<file path="src/rtl/uop_pkg.sv">
// uop_pkg: shared types and sizing for the uop dispatch queue.
//   INSTR_Q_DEPTH / INSTR_Q_WIDTH : queue entries and lanes per cycle
//   uop_insn                      : one decoded uop (opcode, atomic-group marks, tag)
//   uop_bundle_t                  : one decode or dispatch bundle, lane 0 oldest
package uop_pkg;

  localparam int INSTR_Q_DEPTH = 32;
  localparam int INSTR_Q_WIDTH = 4;

  localparam int LANE_CNT_W = $clog2(INSTR_Q_WIDTH + 1);
  localparam int Q_PTR_W    = $clog2(INSTR_Q_DEPTH);
  localparam int Q_CNT_W    = $clog2(INSTR_Q_DEPTH + 1);

  typedef enum logic [2:0] {
    UOP_NOP   = 3'd0,
    UOP_ADD   = 3'd1,
    UOP_SUB   = 3'd2,
    UOP_LOAD  = 3'd3,
    UOP_STORE = 3'd4,
    UOP_HLT   = 3'd5
  } uop_op_t;

  typedef struct packed {
    uop_op_t    op;
    logic       tx_begin;
    logic       tx_end;
    logic [7:0] tag;
  } uop_insn;

  typedef uop_insn [INSTR_Q_WIDTH-1:0] uop_bundle_t;

  function automatic logic is_hlt(input uop_insn u);
    return u.op == UOP_HLT;
  endfunction

endpackage

</file>
<file path="src/rtl/uop_dispatch_scan.sv">
// uop_dispatch_scan: combinational dispatch-width selection.
//   entries : the LANES oldest queue entries (entries past count are don't-care)
//   count   : queue occupancy
//   credit  : ROB credit this cycle
//   halted  : dispatch frozen after an HLT
//   n       : number of uops to dispatch from the head this cycle
module uop_dispatch_scan
  import uop_pkg::*;
#(
  parameter int LANES = INSTR_Q_WIDTH,
  parameter int CNT_W = Q_CNT_W,
  parameter int LW    = $clog2(INSTR_Q_WIDTH + 1)
) (
  input  uop_insn [LANES-1:0] entries,
  input  logic    [CNT_W-1:0] count,
  input  logic    [LW-1:0]    credit,
  input  logic                halted,
  output logic    [LW-1:0]    n
);

  // Walk lanes oldest-first. Outside a group every uop extends n; inside an
  // open group n only moves once the closing tx_end is reached, so an
  // incomplete or over-credit group leaves n just before its tx_begin.
  always_comb begin
    int   lim;
    int   n_int;
    logic in_grp;
    logic stop;
    lim = LANES;
    if (int'(count) < lim) lim = int'(count);
    if (int'(credit) < lim) lim = int'(credit);
    n_int  = 0;
    in_grp = 1'b0;
    stop   = halted;
    for (int i = 0; i < LANES; i++) begin
      if (!stop && i < lim) begin
        if (!in_grp && entries[i].tx_begin) in_grp = 1'b1;
        if (in_grp) begin
          if (entries[i].tx_end) begin
            in_grp = 1'b0;
            n_int  = i + 1;
          end
        end else begin
          n_int = i + 1;
        end
        // HLT must be the last dispatched lane.
        if (is_hlt(entries[i])) stop = 1'b1;
      end
    end
    n = LW'(n_int);
  end

endmodule

</file>
<file path="src/rtl/uop_dispatch_queue.sv">
// uop_dispatch_queue: circular uop buffer between decode and ROB/rename.
//   clk_in, rst_in (sync, active high), flush_in
//   dec_valid_in/dec_uop_in/dec_ready_out : sparse decode bundle, all-or-nothing
//   rob_credit_in                         : uops the ROB takes this cycle
//   disp_valid_out/disp_uop_out           : thermometer-coded in-order dispatch
//   occupancy_out, halted_out             : status
module uop_dispatch_queue
  import uop_pkg::*;
#(
  parameter int DEPTH = INSTR_Q_DEPTH,
  parameter int LANES = INSTR_Q_WIDTH
) (
  input  logic                         clk_in,
  input  logic                         rst_in,
  input  logic                         flush_in,
  input  logic    [LANES-1:0]          dec_valid_in,
  input  uop_insn [LANES-1:0]          dec_uop_in,
  output logic                         dec_ready_out,
  input  logic    [$clog2(LANES+1)-1:0] rob_credit_in,
  output logic    [LANES-1:0]          disp_valid_out,
  output uop_insn [LANES-1:0]          disp_uop_out,
  output logic    [$clog2(DEPTH+1)-1:0] occupancy_out,
  output logic                         halted_out
);

  localparam int PW = $clog2(DEPTH);
  localparam int CW = $clog2(DEPTH + 1);
  localparam int LW = $clog2(LANES + 1);

  uop_insn mem [DEPTH];

  logic    [PW-1:0]    head;
  logic    [PW-1:0]    tail;
  logic    [CW-1:0]    count;
  logic                halted;

  uop_insn [LANES-1:0] head_entries;
  logic    [LW-1:0]    scan_n;
  logic    [LW-1:0]    disp_n;
  logic    [LW-1:0]    enq_n;
  logic    [PW-1:0]    enq_off [LANES];
  logic                ready;
  logic                enq_fire;
  logic                hlt_disp;

  // Pointer arithmetic wraps naturally at PW bits.
  always_comb begin
    for (int i = 0; i < LANES; i++) head_entries[i] = mem[head + PW'(i)];
  end

  uop_dispatch_scan #(
    .LANES (LANES),
    .CNT_W (CW),
    .LW    (LW)
  ) u_scan (
    .entries (head_entries),
    .count   (count),
    .credit  (rob_credit_in),
    .halted  (halted),
    .n       (scan_n)
  );

  assign ready    = (count <= CW'(DEPTH - LANES));
  assign disp_n   = (rst_in || flush_in) ? '0 : scan_n;
  assign enq_fire = ready && (|dec_valid_in) && !flush_in && !rst_in;

  // Compaction: each valid lane lands at tail + (valid lanes below it).
  always_comb begin
    enq_n = '0;
    for (int i = 0; i < LANES; i++) begin
      enq_off[i] = PW'(enq_n);
      if (dec_valid_in[i]) enq_n = enq_n + LW'(1);
    end
  end

  always_comb begin
    hlt_disp = 1'b0;
    for (int i = 0; i < LANES; i++) begin
      if (LW'(i) < disp_n && is_hlt(head_entries[i])) hlt_disp = 1'b1;
    end
  end

  always_comb begin
    for (int i = 0; i < LANES; i++) begin
      disp_valid_out[i] = (LW'(i) < disp_n);
      disp_uop_out[i]   = disp_valid_out[i] ? head_entries[i] : '0;
    end
  end

  assign dec_ready_out = ready && !rst_in;
  assign occupancy_out = rst_in ? '0 : count;
  assign halted_out    = halted && !rst_in;

  always_ff @(posedge clk_in) begin
    if (rst_in || flush_in) begin
      head   <= '0;
      tail   <= '0;
      count  <= '0;
      halted <= 1'b0;
    end else begin
      head  <= head + PW'(disp_n);
      if (enq_fire) tail <= tail + PW'(enq_n);
      count <= count + (enq_fire ? CW'(enq_n) : CW'(0)) - CW'(disp_n);
      if (hlt_disp) halted <= 1'b1;
    end
  end

  always_ff @(posedge clk_in) begin
    if (enq_fire) begin
      for (int i = 0; i < LANES; i++) begin
        if (dec_valid_in[i]) mem[tail + enq_off[i]] <= dec_uop_in[i];
      end
    end
  end

endmodule

</file>
<file path="config.mk">
export PLATFORM = sky130hd
export DESIGN_NAME = uop_dispatch_queue
export DESIGN_NICKNAME = d
export VERILOG_FILES = /design/src/rtl/uop_pkg.sv /design/src/rtl/uop_dispatch_scan.sv /design/src/rtl/uop_dispatch_queue.sv
export SDC_FILE = /design/constraint.sdc
export NUM_CORES = 2
export LEC_CHECK = 0
export ABC_AREA = 0
export ABC_CLOCK_PERIOD_IN_PS = 9100
export CAP_MARGIN = 20
export CORE_MARGIN = 3
export CORE_UTILIZATION = 40
export CTS_BUF_LIST = sky130_fd_sc_hd__clkbuf_4
export CTS_CLUSTER_SIZE = 28
export DETAILED_ROUTE_END_ITERATION = 10
export GPL_ROUTABILITY_DRIVEN = 0
export SLEW_MARGIN = 20
export SYNTH_ARGS = -nofsm -noshare
export SYNTH_HDL_FRONTEND = slang
export SYNTH_SLANG_ARGS = --single-unit
</file>
<file path="constraint.sdc">
create_clock -name clk_in -period 9.1 [get_ports clk_in]
set_input_delay 1.82 -clock clk_in [delete_from_list [all_inputs] [get_ports clk_in]]
set_output_delay 1.82 -clock clk_in [all_outputs]
set_load 0.05 [all_outputs]
</file>
After elaboration in Yosys (flattened, before gate mapping)
Memories as Yosys holds them, arrays and structs flattened. A register that Yosys moved wholly into a read port is not among the register bits.
Index checks and enable logic that the tools add are counted.
{ "totals": {"reg_bits": 17, "mem_bits_rw": 416, "inputBits": 62, "out_inout_bits": 64, "wordCells": 125, "mem_count": 1} }
{ "classes": {"addsub": 13, "magnitude_cmp": 11, "n_eq_ne": 4, "n_mux": 65, "reduce_logical": 27} }
{ "mem_list": {"columns": ["memory", "words", "word_bits", "rd", "rd_clocked_by_memory_dff", "wr", "line", "text"], "rows": [
  ["mem", 32, 13, 4, 1, 4, "uop_dispatch_queue.sv:30", "uop_insn mem [DEPTH];"]
]} }
{ "ops": {"columns": ["cell", "count"], "rows": [
  ["3-bit by 32-bit less-than comparator with 1-bit output (first input constant)", 2],
  ["13-bit 2-to-1 mux", 4],
  ["1-bit 2-to-1 mux", 43],
  ["3-bit 2-to-1 mux", 12],
  ["1-bit by 32-bit less-than comparator with 1-bit output (first input constant)", 1],
  ["2-bit by 32-bit less-than comparator with 1-bit output (first input constant)", 1],
  ["32-bit 2-to-1 mux", 1],
  ["5-bit by 3-bit adder with 5-bit output", 5],
  ["1-bit logical AND", 16],
  ["3-bit equality test (second input constant)", 4],
  ["6-bit 2-to-1 mux", 2],
  ["5-bit by 2-bit adder with 5-bit output (second input constant)", 2],
  ["3-bit by 1-bit adder with 3-bit output (second input constant)", 3],
  ["1-bit logical NOT", 9],
  ["6-bit by 3-bit adder with 6-bit output", 1],
  ["6-bit by 5-bit <= comparator with 1-bit output (second input constant)", 1],
  ["1-bit by 3-bit less-than comparator with 1-bit output (first input constant)", 2],
  ["2-bit by 3-bit less-than comparator with 1-bit output (first input constant)", 2],
  ["3-bit by 6-bit less-than comparator with 1-bit output", 1],
  ["6-bit by 3-bit less-than comparator with 1-bit output (second input constant)", 1],
  ["6-bit by 3-bit subtractor with 6-bit output", 1],
  ["5-bit by 1-bit adder with 5-bit output (second input constant)", 1],
  ["5-bit 2-to-1 mux", 1],
  ["2-bit 2-to-1 mux", 2],
  ["2 further kinds", 2]
]} }

Depth between registers and ports, before layout
{ "depth": {"word_depth": 34, "ltp_mapped": 28, "mapped_depth_nobuf": 24} }

Hierarchy
A second synthesis with hierarchy kept.
{ "hier_totals": {"hier_cells": 3973, "area_unflattened_um2": 42300.6} }
{ "by_module_without_submodules": {"columns": ["mod", "n_inst", "cells_per_inst", "area_per_inst_um2", "seq_area_each_um2"], "rows": [
  ["uop_dispatch_queue", 1, 3913, 41913.9, 12832.3],
  ["uop_dispatch_scan", 1, 60, 386.6, 0.0]
]} }

Worst setup path before layout
No wires, ideal clock.
{ "synth_timing": {"path_type": "reg-to-output", "start": "register head[1]", "end": "output port disp_uop_out[24] (netlist name)", "arrival_time_ns": 5.830, "required_time_ns": 7.280, "slack_ns": 1.450, "stages_incl_launch_ff": 20, "n_path_buf": 10, "path_cell_list": "dfxtp_1 -> buf_4 -> buf_4 -> buf_2 -> buf_2 -> inv_1 -> ha_1 -> buf_2 -> buf_2 -> buf_4 -> buf_2 -> buf_2 -> mux4_2 -> mux4_2 -> mux2i_1 -> nor2_1 -> o31ai_4 -> a21oi_2 -> buf_4 -> nor3_1"} }
{ "synth_rtl": {"columns": ["element", "line", "text"], "rows": [
  ["start: declaration", "uop_dispatch_queue.sv:32", "logic [PW-1:0] head;"],
  ["start signal: assignment", "uop_dispatch_queue.sv:101", "head <= head + PW'(disp_n);"],
  ["end: declaration", "uop_dispatch_queue.sv:21", "output uop_insn [LANES-1:0] disp_uop_out,"]
]} }

==> impl_results.md <==
- Final worst slack: 0.4087 ns
- Switching Share: 0.4047
- Maximum vdd drop: 308.4 uV
- Clock Tree Buf Depth: 3
- Clock Power Share: 0.254
- Worst Hold Class: reg -> reg
- Vias in the first global route: 34640
- Clock buffer count from CTS: 133
- Width of the die: 330.1 microns
- Initial DRC Count: 6461
- Vias: 38350
- Clock sinks: 433
- Pre-CTS setup slack: 1.075 ns
- Crit path kind: reg -> out
- Syn_nets: 4361
- Initial DRT Pass Iterations: 8
- Dpl hpwl: 125.2 mm
- Final setup fails: 0
- # hold bufs at CTS: 0
- Unrepaired setup endpoints after global routing: no
- WHS Path Cells: 2
- Post-CTS setup buffer count: 0
- Slew Limit Fails: 0
- Clk Tree Root Cell: clkbuf_4
- Worst reg-to-reg setup slack: 2.13 ns
- Most frequent cells after synthesis: nand2_1 (667), o21ai_0 (585), mux2i_1 (494)
- Fillers: 9876
- Largest net degree at the start of global routing: 121
- Row Count: 118
- Final Total Pwr: 7745 uW
- Share of cells above drive strength 1: 0.2301
- Clk_skew: 0.04851 ns
- Cell variety after synth: 72
- FMAX: 0.1151 GHz
- # IOs: 126
- DRC Markers: 0
- Highest net fanout along the worst path: 43
- Maxcap violations: 0
- Switching Power: 3134 uW
- Initial Util: 0.4042
- Startpoint types: flop
- Dpl cells: 5451
- Top cell type's share of synthesized area: 0.2973
- Gate power share: 0.451
- Outcome: finished, final reports clean
- DR WL/cell: 31.56 microns
- IO buf count: 125
- Drt via density: 6.731
- Reg-to-Reg End: count[5]
- Fin crit share: 0.9551
- Top cell type by total area after synthesis: edfxtp_1
- Req. time, crit path: 7.28 ns
- Post-synth EDFFs: 416
- Cts repair resizes: 0
- CTS tree: done
- Critical path's slowest cell: clkdlybuf4s50_1
- Clock-pin slew on the worst setup and hold paths: 0.07 ns
- First-pass GRT wire length: 254.3 mm
- Worst rel slew slack: 0.1904
- Tmin final: 8.691 ns
- DRT antenna net count: 0
- Seq/Total Area, Yosys: 0.3054
- Final wirelength: 179.8 mm
- Crit path cell chain: inv_2, ha_4, mux4_2, mux4_2, mux2i_1, a311o_1, a221oi_1, a21boi_2, o31ai_4, a21oi_2, a211oi_1, clkdlybuf4s50_1
- CP arrival: 6.87 ns
- Synthesized area per cell: 9.860 sq um
- Fin nets: 4308
- Pleak: 0.01532 uW
- Dominant synthesized flop cell: edfxtp_1
- Initial antenna violation count: 18
- Final hold vios: 0
- Die ar.: 109000 sq um
- Sequential share of power: 0.295
- Synth area leaders: edfxtp_1 (30%), mux4_2 (26%), mux2i_1 (12%), o21ai_0 (7.0%), nand2_1 (6.0%)
- FF-to-FF path depth: 19
- CP endpoint kind: output pin
- Worst hold endpoint: tail[0]
- Measured slew at the worst slew-check pin: 1.214 ns
- Post-Syn Instances: 4261
- Most frequent cell after synthesis: nand2_1
- TNS Setup: 0 ns
- Worst R2R Start: head[0]
- Synth async-reset ratio: 0
- Mapped Area: 42010 sq um
- Ys Warns: 0
- Die Y: 330.1 microns
- Crit path top cell by count: mux4_2
- GR Util All Layers: 0.3248
- Pwr/cell area: 168.0 nW/um^2
- H-Tree Level Count: 4
- Grt total ovfl: 0
- Area Growth Syn to Fin: 9.753%
- Final instance count without filler cells: 5697
- Slowest Stage Delay on Critical Path: 0.85 ns
- Cell internal pwr: 4611 uW
- HP Start: tail[0]
- Floorplan core area: 103900 sq um
- Worst-skew pair later-pin latency: 1.02 ns
- #FFs+latches synth: 433
## kinds of logic after synthesis
group,count (synthesis),share of synthesized area
buf+inv,520,0.05137
compound gates,965,0.1218
flops,433,0.3054
mux,980,0.3764
fa+ha+maj,38,0.01257
simple gates,1292,0.1254
xor+xnor,33,0.007058
## placed cells by master, fill, tap and decap left out, types with 13 or more instances in the layout
cell type / synthesis / routed
o21ai_0: 585 / 567
clkinv_1: 2 / 29
clkdlybuf4s50_1: 0 / 89
nor2_1: 424 / 383
nand4_1: 19 / 19
mux4_2: 479 / 479
edfxtp_1: 416 / 416
nand2_1: 667 / 666
clkbuf_4: 0 / 189
dfxtp_1: 17 / 13
nand3_1: 59 / 57
buf_2: 75 / 36
ha_1: 31 / 29
buf_4: 10 / 160
nor2_2: 0 / 37
xnor2_1: 21 / 16
mux2i_1: 494 / 494
inv_1: 39 / 39
nor3_1: 51 / 51
a21oi_1: 292 / 292
## sequential cells by signal (all words and copies together), names as in the netlist
| register | flops |
|---|---|
| halted | 1 |
| count | 6 |
| tail | 5 |
| head | 5 |
| mem | 416 |
## through the flow
step,hold slack (ns),util,cell area (sq um)
floorplan,0.5727,-,42010
global placement,0.6277,0.4270,44390
detailed placement,0.6325,0.4273,44410
CTS,0.6573,0.4431,46050
global route,0.7042,0.4436,46110
finish,0.6791,0.4436,46110
## layer usage
metal / global-route usage / wire [microns] / up-vias
met2: 0.4732 / 77360 / 3369
met4: 0.1339 / 7758 / 10
met1: 0.4406 / 66010 / 18510
met3: 0.1117 / 28390 / 482
met5: 0.01420 / 280 / -
li1: - / - / 15980
## critical path: cells and delay by family, from the launching register on
kind / cells / cell delay, ns
adders and majority gates: 1 / 0.76
muxes: 3 / 1.83
AOI/OAI and AO/OA: 6 / 1.59
DFF: 1 / 0.60
buffers and inverters: 2 / 1.07
## power by group through the flow
stage	registers [uW]	clock network [uW]	logic, uW
floorplan	2290	0	2460
global placement	2320	0	3360
detailed placement	2330	0	3410
CTS	2280	1970	3420
global route	2290	2090	3670
finish	2290	1970	3490
## worst max-delay path by stage
stage / end / depth (start not counted) / from
after floorplan: disp_uop_out[24] / 19 / head[1]
after global placement: disp_uop_out[15] / 13 / rob_credit_in[2]
after detailed placement: disp_uop_out[21] / 13 / rob_credit_in[2]
after CTS: disp_uop_out[25] / 12 / head[0]
after global routing: disp_uop_out[25] / 12 / head[0]
final: disp_uop_out[25] / 12 / head[0]
## area by class of cell
type | count | area, sq um | share of cell area
Sequential cell | 433 | 12840 | 0.2785
Inverter | 42 | 157.7 | 0.003419
Antenna cell | 11 | 27.53 | 0.0005970
Clock buffer | 188 | 1411 | 0.03061
Multi-Input combinational cell | 3308 | 27370 | 0.5935
Timing Repair Buffer | 290 | 2350 | 0.05096
Clock inverter | 45 | 229.0 | 0.004966
Tap cell | 1380 | 1727 | 0.03745
Note: power is estimated with default switching activity, not from simulation.
